`src/rtl/ycbcr_mcu_sched.sv`:
```
// MCU scheduler for YCbCr->RGB conversion: sequences chroma/luma block loads,
// issues one 8x8 conversion at a time and presents results (4:4:4 or 4:2:0).
module ycbcr_mcu_sched #(
   parameter int CONV_TIMEOUT = 15
) (
   input  logic       clk,
   input  logic       rst,
   input  logic       mode,
   input  logic       c_valid,
   output logic       c_ready,
   input  logic       y_valid,
   output logic       y_ready,
   output logic       chroma_load,
   output logic       y_load,
   output logic       conv_valid_in,
   output logic [1:0] quad_sel,
   input  logic       conv_valid_out,
   output logic       out_valid,
   input  logic       out_ready,
   output logic [1:0] out_blk_idx,
   output logic       mcu_done,
   output logic       err,
   input  logic       err_clr
);

   localparam int TMR_W = (CONV_TIMEOUT < 1) ? 1 : $clog2(CONV_TIMEOUT + 1);
   // Abort fires on the WAIT_CONV cycle in which the timer reaches CONV_TIMEOUT.
   localparam logic [TMR_W-1:0] TMR_LAST = TMR_W'((CONV_TIMEOUT < 1) ? 0 : CONV_TIMEOUT - 1);

   typedef enum logic [2:0] {
      S_IDLE      = 3'd0,
      S_WAIT_Y    = 3'd1,
      S_ISSUE     = 3'd2,
      S_WAIT_CONV = 3'd3,
      S_OUT       = 3'd4
   } state_t;

   state_t             state_q, state_d;
   logic [1:0]         blk_idx_q, blk_idx_d;
   logic [TMR_W-1:0]   timer_q, timer_d;
   logic               mode_q, mode_d;
   logic               err_q, err_d;
   logic               mcu_done_q, mcu_done_d;
   logic               err_set;
   logic               in_conv_s;
   logic [1:0]         last_idx;

   assign last_idx  = mode_q ? 2'd3 : 2'd0;
   assign in_conv_s = (state_q == S_ISSUE) || (state_q == S_WAIT_CONV) || (state_q == S_OUT);

   // c_ready is masked while rst is high so no handshake can land on a reset cycle.
   assign c_ready       = (state_q == S_IDLE) && !rst;
   assign y_ready       = (state_q == S_WAIT_Y);
   assign chroma_load   = c_ready && c_valid;
   assign y_load        = y_ready && y_valid;
   assign conv_valid_in = (state_q == S_ISSUE);
   assign out_valid     = (state_q == S_OUT);
   assign quad_sel      = (in_conv_s && mode_q) ? blk_idx_q : 2'd0;
   assign out_blk_idx   = (state_q == S_OUT) ? blk_idx_q : 2'd0;
   assign mcu_done      = mcu_done_q;
   assign err           = err_q;

   // Next-state, block index, timer and fault-set logic.
   always_comb begin
      state_d    = state_q;
      blk_idx_d  = blk_idx_q;
      timer_d    = timer_q;
      mode_d     = mode_q;
      mcu_done_d = 1'b0;
      err_set    = 1'b0;

      case (state_q)
         S_IDLE: begin
            if (c_valid) begin
               mode_d    = mode;
               blk_idx_d = 2'd0;
               state_d   = S_WAIT_Y;
            end else begin
               state_d = S_IDLE;
            end
         end
         S_WAIT_Y: begin
            if (y_valid) begin
               state_d = S_ISSUE;
            end else begin
               state_d = S_WAIT_Y;
            end
         end
         S_ISSUE: begin
            timer_d = '0;
            state_d = S_WAIT_CONV;
         end
         S_WAIT_CONV: begin
            if (conv_valid_out) begin
               state_d = S_OUT;
            end else begin
               timer_d = timer_q + TMR_W'(1);
               if (timer_q >= TMR_LAST) begin
                  err_set   = 1'b1;
                  blk_idx_d = 2'd0;
                  state_d   = S_IDLE;
               end else begin
                  state_d = S_WAIT_CONV;
               end
            end
         end
         S_OUT: begin
            if (out_ready) begin
               if (blk_idx_q == last_idx) begin
                  state_d    = S_IDLE;
                  mcu_done_d = 1'b1;
               end else begin
                  blk_idx_d = blk_idx_q + 2'd1;
                  state_d   = S_WAIT_Y;
               end
            end else begin
               state_d = S_OUT;
            end
         end
         default: begin
            state_d   = S_IDLE;
            blk_idx_d = 2'd0;
         end
      endcase

      // A completion with nothing outstanding is a protocol fault.
      if (conv_valid_out && (state_q != S_WAIT_CONV)) begin
         err_set = 1'b1;
      end else begin
         err_set = err_set;
      end
   end

   // Sticky fault: set wins over clear.
   always_comb begin
      if (err_set) begin
         err_d = 1'b1;
      end else if (err_clr) begin
         err_d = 1'b0;
      end else begin
         err_d = err_q;
      end
   end

   // State registers with synchronous reset.
   always_ff @(posedge clk) begin
      if (rst) begin
         state_q    <= S_IDLE;
         blk_idx_q  <= 2'd0;
         timer_q    <= '0;
         mode_q     <= 1'b0;
         err_q      <= 1'b0;
         mcu_done_q <= 1'b0;
      end else begin
         state_q    <= state_d;
         blk_idx_q  <= blk_idx_d;
         timer_q    <= timer_d;
         mode_q     <= mode_d;
         err_q      <= err_d;
         mcu_done_q <= mcu_done_d;
      end
   end

endmodule
```
`config.mk`:
```
export PLATFORM = sky130hd
export DESIGN_NAME = ycbcr_mcu_sched
export DESIGN_NICKNAME = d
export VERILOG_FILES = /design/src/rtl/ycbcr_mcu_sched.sv
export SDC_FILE = /design/constraint.sdc
export NUM_CORES = 1
export LEC_CHECK = 0
export ABC_AREA = 1
export CAP_MARGIN = 15
export CORE_MARGIN = 2
export CORE_UTILIZATION = 46
export CTS_CLUSTER_SIZE = 25
export DETAILED_ROUTE_END_ITERATION = 8
export PLACE_DENSITY = 0.82
export SYNTH_ARGS = -nofsm -noshare
export SYNTH_HDL_FRONTEND = slang
export SYNTH_SLANG_ARGS = --single-unit
```
`constraint.sdc`:
```
create_clock -name clk -period 1.7 [get_ports clk]
set_input_delay 0.425 -clock clk [delete_from_list [all_inputs] [get_ports clk]]
set_output_delay 0.425 -clock clk [all_outputs]
set_load 0.02 [all_outputs]
```
Yosys cells after proc, flatten, opt, wreduce, memory -nomap -nowiden
Index checks and enable logic that the tools add are counted. Widths: inputs -> output; s select.

Register bits after elaboration: 12. Bits of input ports: 8. Output and inout port bits: 12. Word-level logic and storage cells: 64.

Add/sub/neg operators: 2. Magnitude comparators: 1. Equality and inequality tests: 11. Multiplexer cells: 25. Bitwise logic cells: 3. Reduce and logical (&&, ||, !) cells: 16.

Operator list (number): $mux 2 (10); $pmux 3 s5 (1); $mux 1 (9); $pmux 2 s4 (1); $pmux 4 s2 (1); $eq 3x2->1 const B (2); $mux 3 (2); $ne 2x2->1 const B (3); $reduce_and 6->1 (1); $logic_and 1x1->1 (5); $add 4x1->4 const B (1); $ge 4x4->1 const B (1); $mux 4 (1); $ne 2x1->1 const B (2); $reduce_and 2->1 (2); $reduce_bool 2->1 (2); $eq 3x1->1 const B (1); $eq 3x3->1 const B (1); $logic_not 3->1 (1); $ne 3x2->1 const B (1); $not 1->1 (3); $reduce_or 3->1 (1); $add 2x1->2 const B (1); $eq 2x2->1 (1); 3 further kinds (4).

Depth between registers and ports, before layout
Depth in word-level cells: 6. Gate-level depth with buffers: 9. Depth with buffers taken out: 9.

Worst setup path after synthesis
No wires, ideal clock.

Path kind: reg-to-output. Start: register state_q[1]. End: output quad_sel[0]. Arrival time: 1.146 ns. Data required time: 1.275 ns. Setup slack: 0.129 ns. Stages on the path, launching flop included: 6. Buffers on the path: 0. Cell sequence: dfxtp_1 nor2_2 nand2_2 inv_4 o21ai_0 nor2_1.

Elaborated cells between the ends (all ways): 7. Classes of those cells: eq/ne (3); mux (1); reduce/logical (3).

RTL lines: start, declared (RTL line 38) `state_t state_q, state_d;`; start signal, assigned (RTL line 155) `state_q <= state_d;`; $eq 3x3->1; named net out_valid (RTL line 18) `output logic out_valid,`; $logic_or 1x1->1 (RTL line 49) `assign in_conv_s = (state_q == S_ISSUE) || (state_q == S_WAIT_CONV) || (state_q == S_OUT);`; $logic_and 1x1->1 (RTL line 58) `assign quad_sel = (in_conv_s && mode_q) ? blk_idx_q : 2'd0;`; $mux 2 (RTL line 58); end, declared (RTL line 16) `output logic [1:0] quad_sel,`.

The timed path passes the listed nets, and every way through them passes these cells.

Worst setup path in the final report
Start: register state_q[0]. End: output out_blk_idx[0].

Cells in the longest elaborated chain, start to end: 2.

RTL lines: $eq 3x3->1 (RTL line 59) `assign out_blk_idx = (state_q == S_OUT) ? blk_idx_q : 2'd0;`; $mux 2 (RTL line 59); end, declared (RTL line 20) `output logic [1:0] out_blk_idx,`.

Every way passes these cells.

==> results <==
[cell type report]
| type | count | area (µm²) | share of cell area [%] |
|---|---|---|---|
| tap | 16 | 20.0 | 1.85 |
| inverter | 21 | 81.3 | 7.50 |
| timing repair buffer | 35 | 275 | 25.4 |
| clock buffer | 3 | 22.5 | 2.08 |
| sequential | 12 | 244 | 22.5 |
| multi-input combinational | 78 | 442 | 40.7 |
[through the flow]
stage               utilization [%]  area [µm²]  hold slack (ns)  setup WS, ns  cells
floorplan                         -         754            0.454         0.129    112
global placement               70.7        1080            0.471        -0.423    162
detailed placement             70.7        1080            0.475        -0.447    162
CTS                            70.0        1070            0.488      0.000121    165
global route                   71.2        1080            0.541       0.00358    165
finish                         71.2        1080            0.499        0.0619    165
[worst max-delay path by stage]
stage | from | slack, ns | cells past startpoint | end
floorplan | state_q[1]$_SDFF_PP0_ | 0.13 | 5 | quad_sel[0]
global placement | c_valid | -0.42 | 4 | chroma_load
detailed placement | c_valid | -0.45 | 4 | chroma_load
CTS | state_q[0]$_SDFF_PP0_ | 0.0001 | 4 | y_ready
global route | state_q[1]$_SDFF_PP0_ | 0.004 | 6 | quad_sel[1]
finish | state_q[0]$_SDFF_PP0_ | 0.06 | 5 | out_blk_idx[0]
[power by group]
group	total [W]	internal (W)	switching [W]
logic	0.000268	0.000119	0.000149
registers	0.000324	0.000303	0.0000211
clock network	0.000174	0.0000821	0.0000919
[placed cells by master (no fill, tap or decap)]
cell / n
buf_4: 21
nor2_1: 19
nand2_1: 17
inv_1: 16
dfxtp_1: 9
nand3_1: 8
clkdlybuf4s50_1: 8
a21oi_1: 5
buf_2: 5
inv_2: 4
nand2_2: 3
nand3b_1: 3
nand2_4: 3
clkbuf_4: 3
dfxtp_2: 3
nor2_4: 2
nor2_2: 2
nand3_2: 2
o21ai_0: 2
a31oi_1: 2
ha_1: 2
inv_4: 1
o21ai_2: 1
nand4_2: 1
xnor2_1: 1
o22ai_1: 1
nor4_1: 1
nand4_1: 1
nor3b_1: 1
a211oi_1: 1
dlymetal6s2s_1: 1
[Yosys cell counts]
cell / n
nor2_4: 1
nor3b_1: 1
inv_1: 16
nand2_1: 17
inv_4: 1
nand3b_1: 3
nand4_2: 1
ha_1: 2
a21oi_1: 5
xnor2_1: 1
inv_2: 4
o22ai_1: 1
nand2_2: 3
a31oi_1: 2
nor4_1: 1
nand4_1: 1
a211oi_1: 1
nor2_1: 20
nand2_4: 3
buf_4: 1
nand3_1: 9
nand3_2: 1
dfxtp_1: 12
o21ai_0: 3
nor2_2: 2
[registers in the layout, indices dropped and copies added (netlist names)]
signal and count:
err 1, blk_idx_q 2, mode_q 1, state_q 3, timer_q 4, mcu_done 1
[layer usage]
layer,vias up,part of all wire [%]
met2,30,48
met5,-,0
li1,432,-
met3,3,7.1
met1,378,43
met4,0,1.4
[worst max-delay path, stage by stage, from the launching register on]
cell and delay, ns:
dfxtp_2 0.34, nor2_4 0.14, nand2_2 0.09, buf_4 0.15
nor2_1 0.08, buf_4 0.14
[cells by family (layout without fill, tap and decap cells)]
family                   Yosys count  count (layout)  synth area share [%]
adder cells (fa/ha/maj)            2               2                  3.32
flip-flops                        12              12                  31.8
buffers and inverters             22              59                  11.8
AO/OA/AOI/OAI                     12              12                  8.79
AND/OR/NAND/NOR                   63              63                  43.1
XOR/XNOR                           1               1                  1.16
==> metrics.md <==
| Metric | Value |
|---|---|
| Status | `completed` |
| Die area | `1980 µm²` |
| Final wirelength | `approximately 1800 µm` |
| Max Slew Vio Count | `0` |
| Die Ht | `roughly 45 µm` |
| Slew @ Worst Pin | `slightly above 0.4 ns` |
| Min-delay src | `mode_q$_SDFFE_PP0P_` |
| Count of final hold-check violations | `0` |
| Synth top area share | `between 30% and 40%` |
| Cell accounting for the most synthesized area | `dfxtp_1` |
| Htree depth | `1` |
| Clock transition at path regs | `0.07 ns` |
| HPWL after DPL | `1460 µm` |
| Share of layout cells above drive strength 1 | `34.2%` |
| Hold Crit Depth | `2` |
| Seq/Total Area, Yosys | `31.8%` |
| Max-Cap Viols | `0` |
| Period utilization | `between 90% and 100%` |
| GRT met1 Usage | `25.9%` |
| Global-route wire length before repair | `around 3100 µm` |
| RSZ-0062 raised after global routing | `false` |
| Hold Path Class | `reg2reg` |
| Peak fanout along the critical path | `3` |
| TritonCTS Sinks | `12` |
| WP data required | `roughly 1.3 ns` |
| CTS Buffer Depth | `2` |
| I/O Pins | `20` |
| DRT antenna net count | `0` |
| DRC | `0` |
| Max Freq | `0.610 GHz` |
| CTS Buf Count | `3` |
| CTS Hold Buffers Added | `0` |
| Yosys cell types | `25` |
| Via Count | `843` |
| Final setup viols | `0` |
| Die width | `44.5 µm` |
| Worst Setup Start Kind | `flip-flop` |
| Initial Utilization | `49.5%` |
| RD Place Congestion | `0.826` |
| Core box area | `1520 µm²` |
| Nets | `161` |
| Drt pass-1 iters | `4` |
| Syn Nets | `122` |
| VDD IR max | `0.000574 V` |
| Grt ovf | `0` |
| DR vias/cell | `approximately 5.1` |
| Worst rel slew slack | `72.4%` |
| Power density cells | `706 nW/µm²` |
| Hold path endpoint | `mode_q$_SDFFE_PP0P_` |
| Busiest grt layer | `met2` |
| Synth warnings | `0` |
| CTS tree | `yes` |
| # fillers | `132` |
| Number of setup buffers added after CTS | `0` |
| CP arrival | `1.21 ns` |
| Clock Skew | `0.00814 ns` |
| Final worst path period need | `1.64 ns` |
| Crit end category | `primary output` |
| Synth area leaders | `dfxtp_1, nor2_1, nand2_1` |
| Initial antenna violation count | `0` |
| Post-CTS Resized | `44` |
| Synth Register Bits | `12` |
| Maximum number of pins on one net before global-route repair | `8` |
| Critical R2R Launch | `timer_q[0]$_SDFFE_PP0P_` |
| Vias in the first global route | `~800` |
| Leakage | `between 0.5 and 0.6 nW` |
| DR iter-0 viols | `23` |
| R2R depth | `5` |
| Post-route setup TNS | `0 ns` |
| CTS root buf | `clkbuf_4` |
| Worst skew pair latency | `~0.28 ns` |
| Post-Syn Area | `approximately 750 µm²` |
| Power, Total | `0.000766 W` |
| Mapped Cells | `112` |
| FF-to-FF End | `state_q[0]$_SDFF_PP0_` |
| M3 GR Usage | `5.31%` |
| Global-route usage over all layers | `21.9%` |
| Row cnt | `14` |
| Met2 usage | `37.4%` |
| Ant diodes | `0` |
| R2R Setup Slk | `0.25 ns` |
| Avg Inst Size Synth | `6.74 µm²` |
| Critical path type | `reg2out` |
| DR WL/cell | `around 11 µm` |
| Port bufs | `19` |
| Area Overhead vs Synth | `43.8%` |
(Power assumes the default switching activity.)
